`config.mk`:
```
export PLATFORM = sky130hd
export DESIGN_NAME = store_result_monitor
export DESIGN_NICKNAME = d
export VERILOG_FILES = /design/src/rtl/store_result_monitor.sv
export SDC_FILE = /design/constraint.sdc
export NUM_CORES = 1
export LEC_CHECK = 0
export BUFFER_PORTS_ARGS = -buffer_cell sky130_fd_sc_hd__buf_2
export CAP_MARGIN = 20
export CELL_PAD_IN_SITES_DETAIL_PLACEMENT = 1
export CELL_PAD_IN_SITES_GLOBAL_PLACEMENT = 2
export CORE_MARGIN = 4
export CORE_UTILIZATION = 31
export CTS_CLUSTER_SIZE = 20
export DETAILED_ROUTE_END_ITERATION = 16
export PLACE_DENSITY_LB_ADDON = 0.1
export REMOVE_ABC_BUFFERS = 1
export SYNTH_ARGS = -nofsm -noshare
export SYNTH_HDL_FRONTEND = slang
export SYNTH_SLANG_ARGS = --single-unit
```
`constraint.sdc`:
```
create_clock -name clk -period 4.02 [get_ports clk]
set_clock_uncertainty 0.05 [all_clocks]
set_input_delay 0.201 -clock clk [delete_from_list [all_inputs] [get_ports clk]]
set_output_delay 0.201 -clock clk [all_outputs]
set_load 0.01 [all_outputs]
```
`src/rtl/store_result_monitor.sv`:
```
// Store-result monitor: watches the core's data-memory write port and latches a
// pass / fail / timeout verdict, along with store and cycle statistics.
module store_result_monitor #(
    parameter logic [31:0] PASS_ADDR      = 32'd18,
    parameter logic [31:0] PASS_DATA      = 32'd21,
    parameter logic [31:0] FAIL_ADDR      = 32'hFFFF_FFFC,
    parameter logic [31:0] TIMEOUT_CYCLES = 32'd200
) (
    input  logic        clk,
    input  logic        reset,
    input  logic        memwrite,
    input  logic [31:0] dataadr,
    input  logic [31:0] writedata,
    output logic        done,
    output logic        pass,
    output logic        fail,
    output logic        timeout,
    output logic [15:0] write_count,
    output logic [31:0] cycle_count,
    output logic [31:0] last_addr,
    output logic [31:0] last_data
);

    typedef enum logic [1:0] {
        S_RUN     = 2'd0,
        S_PASS    = 2'd1,
        S_FAIL    = 2'd2,
        S_TIMEOUT = 2'd3
    } state_e;

    state_e      state_q;
    logic        done_q, pass_q, fail_q, timeout_q;
    logic [15:0] write_count_q, write_count_d;
    logic [31:0] cycle_count_q, cycle_count_d;
    logic [31:0] last_addr_q, last_data_q;
    logic        pass_hit, fail_hit, timeout_hit;

    // Verdict priority: correct signature, then explicit fail address,
    // then wrong signature, then timeout on the post-increment cycle count.
    always_comb begin
        cycle_count_d = (cycle_count_q == 32'hFFFF_FFFF) ? cycle_count_q : cycle_count_q + 32'd1;
        write_count_d = (write_count_q == 16'hFFFF) ? write_count_q : write_count_q + 16'd1;
        pass_hit      = memwrite && (dataadr == PASS_ADDR) && (writedata == PASS_DATA);
        fail_hit      = memwrite && ((dataadr == FAIL_ADDR) || (dataadr == PASS_ADDR));
        timeout_hit   = (cycle_count_d == TIMEOUT_CYCLES);
    end

    always_ff @(posedge clk) begin
        if (reset) begin
            state_q       <= S_RUN;
            done_q        <= 1'b0;
            pass_q        <= 1'b0;
            fail_q        <= 1'b0;
            timeout_q     <= 1'b0;
            write_count_q <= 16'd0;
            cycle_count_q <= 32'd0;
            last_addr_q   <= 32'd0;
            last_data_q   <= 32'd0;
        end else if (state_q == S_RUN) begin
            cycle_count_q <= cycle_count_d;
            if (memwrite) begin
                write_count_q <= write_count_d;
                last_addr_q   <= dataadr;
                last_data_q   <= writedata;
            end
            if (pass_hit) begin
                state_q <= S_PASS;
                done_q  <= 1'b1;
                pass_q  <= 1'b1;
            end else if (fail_hit) begin
                state_q <= S_FAIL;
                done_q  <= 1'b1;
                fail_q  <= 1'b1;
            end else if (timeout_hit) begin
                state_q   <= S_TIMEOUT;
                done_q    <= 1'b1;
                timeout_q <= 1'b1;
            end
        end
        // Terminal states hold every register until reset.
    end

    assign done        = done_q;
    assign pass        = pass_q;
    assign fail        = fail_q;
    assign timeout     = timeout_q;
    assign write_count = write_count_q;
    assign cycle_count = cycle_count_q;
    assign last_addr   = last_addr_q;
    assign last_data   = last_data_q;

endmodule

```
# [Word-level counts from Yosys, hierarchy flattened]
# Index checks and enable logic that the tools add are counted.
[totals] regBits=118 latch_bits=0 ramBits=0 romBits=0 inputBits=67 n_memories=0
[op_classes] n_addsub=2 n_mul=0 n_div=0 order_cmp=0 n_eq_ne=6 shifts=0 muxes=7 bitwise_logic=3 n_reduce_logical=12
[ops] operator="32-bit equality test (second input constant)" count=2
[ops] operator="32-bit by 5-bit equality test with 1-bit output (second input constant)" count=2
[ops] operator="32-bit by 1-bit adder with 32-bit output (second input constant)" count=1
[ops] operator="32-bit by 8-bit equality test with 1-bit output (second input constant)" count=1
[ops] operator="32-bit two-way mux" count=1
[ops] operator="16-bit by 1-bit adder with 16-bit output (second input constant)" count=1
[ops] operator="16-bit equality test (second input constant)" count=1
[ops] operator="2-bit two-way mux" count=3
[ops] operator="2-bit AND reduction" count=3
[ops] operator="3-bit AND reduction" count=2
[ops] operator="4-bit AND reduction" count=1
[ops] operator="1-bit logical AND" count=3
[ops] operator="1-bit two-way mux" count=3
[ops] operator="1-bit inverter" count=3
[ops] operator="3-bit nonzero test" count=1
[ops] operator="2-bit zero test" count=1
[ops] operator="1-bit logical OR" count=1

# [Logic depth before layout (Yosys ltp)]
[logic_depth] depth_word=6 mapped_depth=10 mapped_depth_nobuf=8

# [Least setup slack after synthesis]
# Ideal clock, no wire load.
[synth_timing] path_type="flip-flop to flip-flop" start="register cycle_count_q[0], in the netlist cycle_count[0]" end="register done_q, in the netlist done" setup_ns=0.093 t_arrival_ns=2.489 required_ns=3.877 setup_slack_ns=1.388 stages_incl_launch_ff=10 n_path_buf=1 path_cell_list="dfxtp_1 ha_1 nand3_2 nor4_4 buf_2 nand4_1 xnor2_1 a2111oi_0 inv_1 o32ai_1"
[synth_via] elab_chain_len=5 elab_cells_between_ends=6
[synth_rtl] item="start: declaration" line_no="34" text="logic [31:0] cycle_count_q, cycle_count_d;"
[synth_rtl] item="start signal: assignment" line_no="60" text="cycle_count_q <= cycle_count_d;"
[synth_rtl] item="32-bit by 1-bit adder with 32-bit output or 32-bit equality test (tied branches)" line_no="41" text="cycle_count_d = (cycle_count_q == 32'hFFFF_FFFF) ? cycle_count_q : cycle_count_q + 32'd1;"
[synth_rtl] item="32-bit two-way mux *" line_no="41"
[synth_rtl] item="32-bit by 8-bit equality test with 1-bit output *" line_no="45" text="timeout_hit = (cycle_count_d == TIMEOUT_CYCLES);"
[synth_rtl] item="3-bit nonzero test (no line) *"
[synth_rtl] item="2-bit AND reduction (no line) *"
[synth_rtl] item="end signal: assignment" line_no="51" text="done_q <= 1'b0;"
[synth_rtl] item="end signal: assignment" line_no="68" text="done_q <= 1'b1;"
[synth_rtl] item="end signal: assignment" line_no="72" text="done_q <= 1'b1;"
[synth_rtl] item="end: declaration" line_no="32" text="logic done_q, pass_q, fail_q, timeout_q;"
# Every way passes the cells marked *; elsewhere a longest branch is shown, timed or not.
# A chain may end at the register's enable or synchronous reset.

# [Final worst setup path]
[layout_timing] start="register cycle_count_q[0], in the netlist cycle_count[0]" end="register cycle_count_q[29], in the netlist cycle_count[29]"
[layout_via] elab_chain_len=2 elab_cells_between_ends=3
[layout_rtl] item="32-bit by 1-bit adder with 32-bit output or 32-bit equality test (tied branches)" line_no="41"
[layout_rtl] item="32-bit two-way mux *" line_no="41"
# Marks and branches as above.

==> results.cfg <==
[floorplanning]
die_area_um2 = 20900
coreArea_um2 = 18100
io_pins = 183
die_h_um = 144
die_w_um = 144
initial_core_util_pct = 31.8
num_rows = 49

[drt]
dr.pass1.iters = 4
ant_nets = 0
drtIter0Drc = 247
wl_per_cell_um = 17.9
num_vias = 6133
wirelength_um = 21100
drc = 0
viasPerCell = 5.18

[synth]
async_flop_share_pct = 0
synth_edf_count = 0
ys_seq_elements = 118
synth_area_leader_cell = dfxtp_1
synth_cell_types = 59
synth_compound_area_share_pct = 14.2
synthAdderAreaFrac_pct = 0.434
synth_mux_area_share_pct = 0.369
syn_area_per_cell_um2 = 7.87
synth_top_flop_cell = dfxtp_1
syn_area_um2 = 5770
synth_seq_area_share_pct = 40.9
yosysWarnings = 0
syn_inst = 733
synth_top_family_by_area = simple AND/OR/NAND/NOR gates
synth.area.top_cells = dfxtp_1 41%, nand2_1 11%, a21oi_1 6.9%
synth-simple-area-share_pct = 32.9
synthXorXnorAreaFrac_pct = 6.68
yosysTopAreaCellShare_pct = 40.9

[placement]
gp_congestion = 0.862
dpl.hpwl_um = 15200
port_buffers = 182
dpl_cell_area_um2 = 6820

[clock_tree]
cts_tree = built
clkSlewWorstSetupHoldPaths_ps = 60
clock_latency_ps = 410
htree_levels = 4
numCtsBuffers = 17
cts_root_buffer = clkbuf_16
cts_num_sinks = 118
cts_buffer_depth = 2

[sta]
slew_headroom_pct = 35.0
setup_tns_ps = 0
whs_ps = 22.1
timing.final.crit_share_pct = 80.7
hold_viol = 0
period_needed_ps = 3240
setup_viol = 0
worst_pin_slew_ps = 972
slew_violations = 0
clock.fmax_mhz = 308
rsz0062_at_grt = false

[power_and_ir_drop]
p_per_area_nw_per_um2 = 380
vdd_drop_max_mv = 0.281
leakage_nw = 3.34

[critical_path]
cp-end-kind = flip-flop
critPathLaunchType = flip-flop
path_max_fanout = 9
critPathKind = reg -> reg
arrival_ps = 3460
cp.required_ps = 4230

[cells_and_area]
drive_above_1_share_pct = 25.8
area_delta_synth_final_pct = 37.4
antenna_cells_inserted = 0
fin_area_um2 = 7930
fin_nets = 1011

[global_route]
grt_pass1_vias = 6277
track_usage_pct = 19.8
antenna_found_initial = 0
grt_max_degree = 65
grt-ovfl-total = 0
grt_pass1_wl_um = 33000

[worst_hold_path]
min_path_type = in -> reg

[outcome]
outcome = completed

[run]
cap_violations = 0
-- cells in the final DEF, fill, tap and decap left out, drive strengths merged, types with 2 or more instances in the layout --
cell type / Yosys / final
a311oi: 3 / 3
nand4: 35 / 35
o21bai: 4 / 4
o21ai: 17 / 17
xor2: 28 / 28
clkinv: 0 / 4
dlygate4sd3: 0 / 52
nor4: 20 / 20
o2111ai: 2 / 2
a211oi: 2 / 2
and2: 6 / 6
nand3: 21 / 21
a211o: 3 / 3
xnor2: 16 / 16
ha: 2 / 2
o41ai: 2 / 2
nand2: 168 / 168
bufinv: 0 / 2
inv: 5 / 5
a2111oi: 2 / 2
nand4b: 4 / 4
and4: 8 / 8
clkbuf: 30 / 24
nor3: 13 / 13
a31oi: 8 / 8
nor2: 62 / 62
a21oi: 80 / 80
o31ai: 4 / 4
nor4b: 6 / 6
buf: 22 / 190
nand2b: 3 / 3
or2: 3 / 3
and3: 8 / 8
or3: 11 / 11
dfxtp: 118 / 118
or4: 6 / 6
-- stage by stage --
stage | power [mW] | utilization (%) | setup WS (ps) | instances
global route | 3.14 | 43.7 | 549 | 1183
floorplan | 1.35 | - | 1070 | 681
finish | 3.01 | 43.7 | 777 | 1183
CTS | 3.06 | 43.7 | 790 | 1183
global placement | 1.48 | 37.5 | 1020 | 1099
detailed placement | 1.49 | 37.6 | 835 | 1100
-- flip-flops by register name (all words and copies together) (netlist names) --
name         count
state_q          2
pass             1
fail             1
timeout          1
last_addr       32
write_count     16
cycle_count     32
last_data       32
done             1
-- cells by family after synthesis --
kind of cell,after synthesis
AO/OA/AOI/OAI,133
adder cells (fa/ha/maj),2
XOR/XNOR,44
AND/OR/NAND/NOR,377
buffers and inverters,57
multiplexers,2
flip-flops,118
-- cell usage after synthesis, types with 8 or more instances --
master / n
clkbuf_1: 29
nor4_1: 16
xnor2_1: 16
and3_1: 8
o21ai_0: 14
a21oi_1: 79
dfxtp_1: 118
nand3_1: 17
and4_1: 8
nor3_1: 13
nand4_1: 32
xor2_1: 28
nor2_1: 62
nand2_1: 168
buf_2: 15
or3_1: 11
a31oi_1: 8
-- path summary, 6_finish.rpt --
path                  startpoint         endpoint  slack [ps]  depth (start not counted)
setup / recovery  cycle_count[0]  cycle_count[29]         780                          8
hold / removal      writedata[5]     last_data[5]          20                          3
setup reg to reg  cycle_count[0]  cycle_count[29]         780                          8
hold reg to reg    last_data[22]    last_data[22]         400                          2
-- layout make-up --
cell class	count	area (um2)
clock buffers	24	492
clock inverters	7	95.1
fillers	2212	10200
inverters	5	18.8
multi-input cells	558	3160
flip-flops and latches	118	2360
well taps	229	287
repair buffers	242	1510
-- critical path: stages (launching register included) --
cell     delay (ps)
dfxtp_1         480
ha_1            360
nand3_2         230
or4_1           630
o31ai_1         720
buf_4           290
nor3_1           80
xnor2_1         180
nor2_1           70
-- report_power, final --
group	total [mW]	switching, mW	internal [mW]
Sequential	1.24	0.0261	1.21
Clock	1.51	0.534	0.975
Combinational	0.265	0.146	0.120
Total	3.01	0.706	2.31
-- what timing repair did --
item                                   CTS  global route
setup buffers                            0             0
endpoints found under the hold margin   52             0
hold buffers                            52             0
setup endpoints to repair                0             0
resized for setup                        0             0
-- per-layer routing --
layer	wire length [um]	track usage (%)	vias to the layer above
met4	370	5.79	0
met3	992	4.60	33
met1	9560	25.2	2951
li1	-	-	2994
met2	10200	33.4	155
met5	0	0	-
Power figures use the tool's default switching activity.
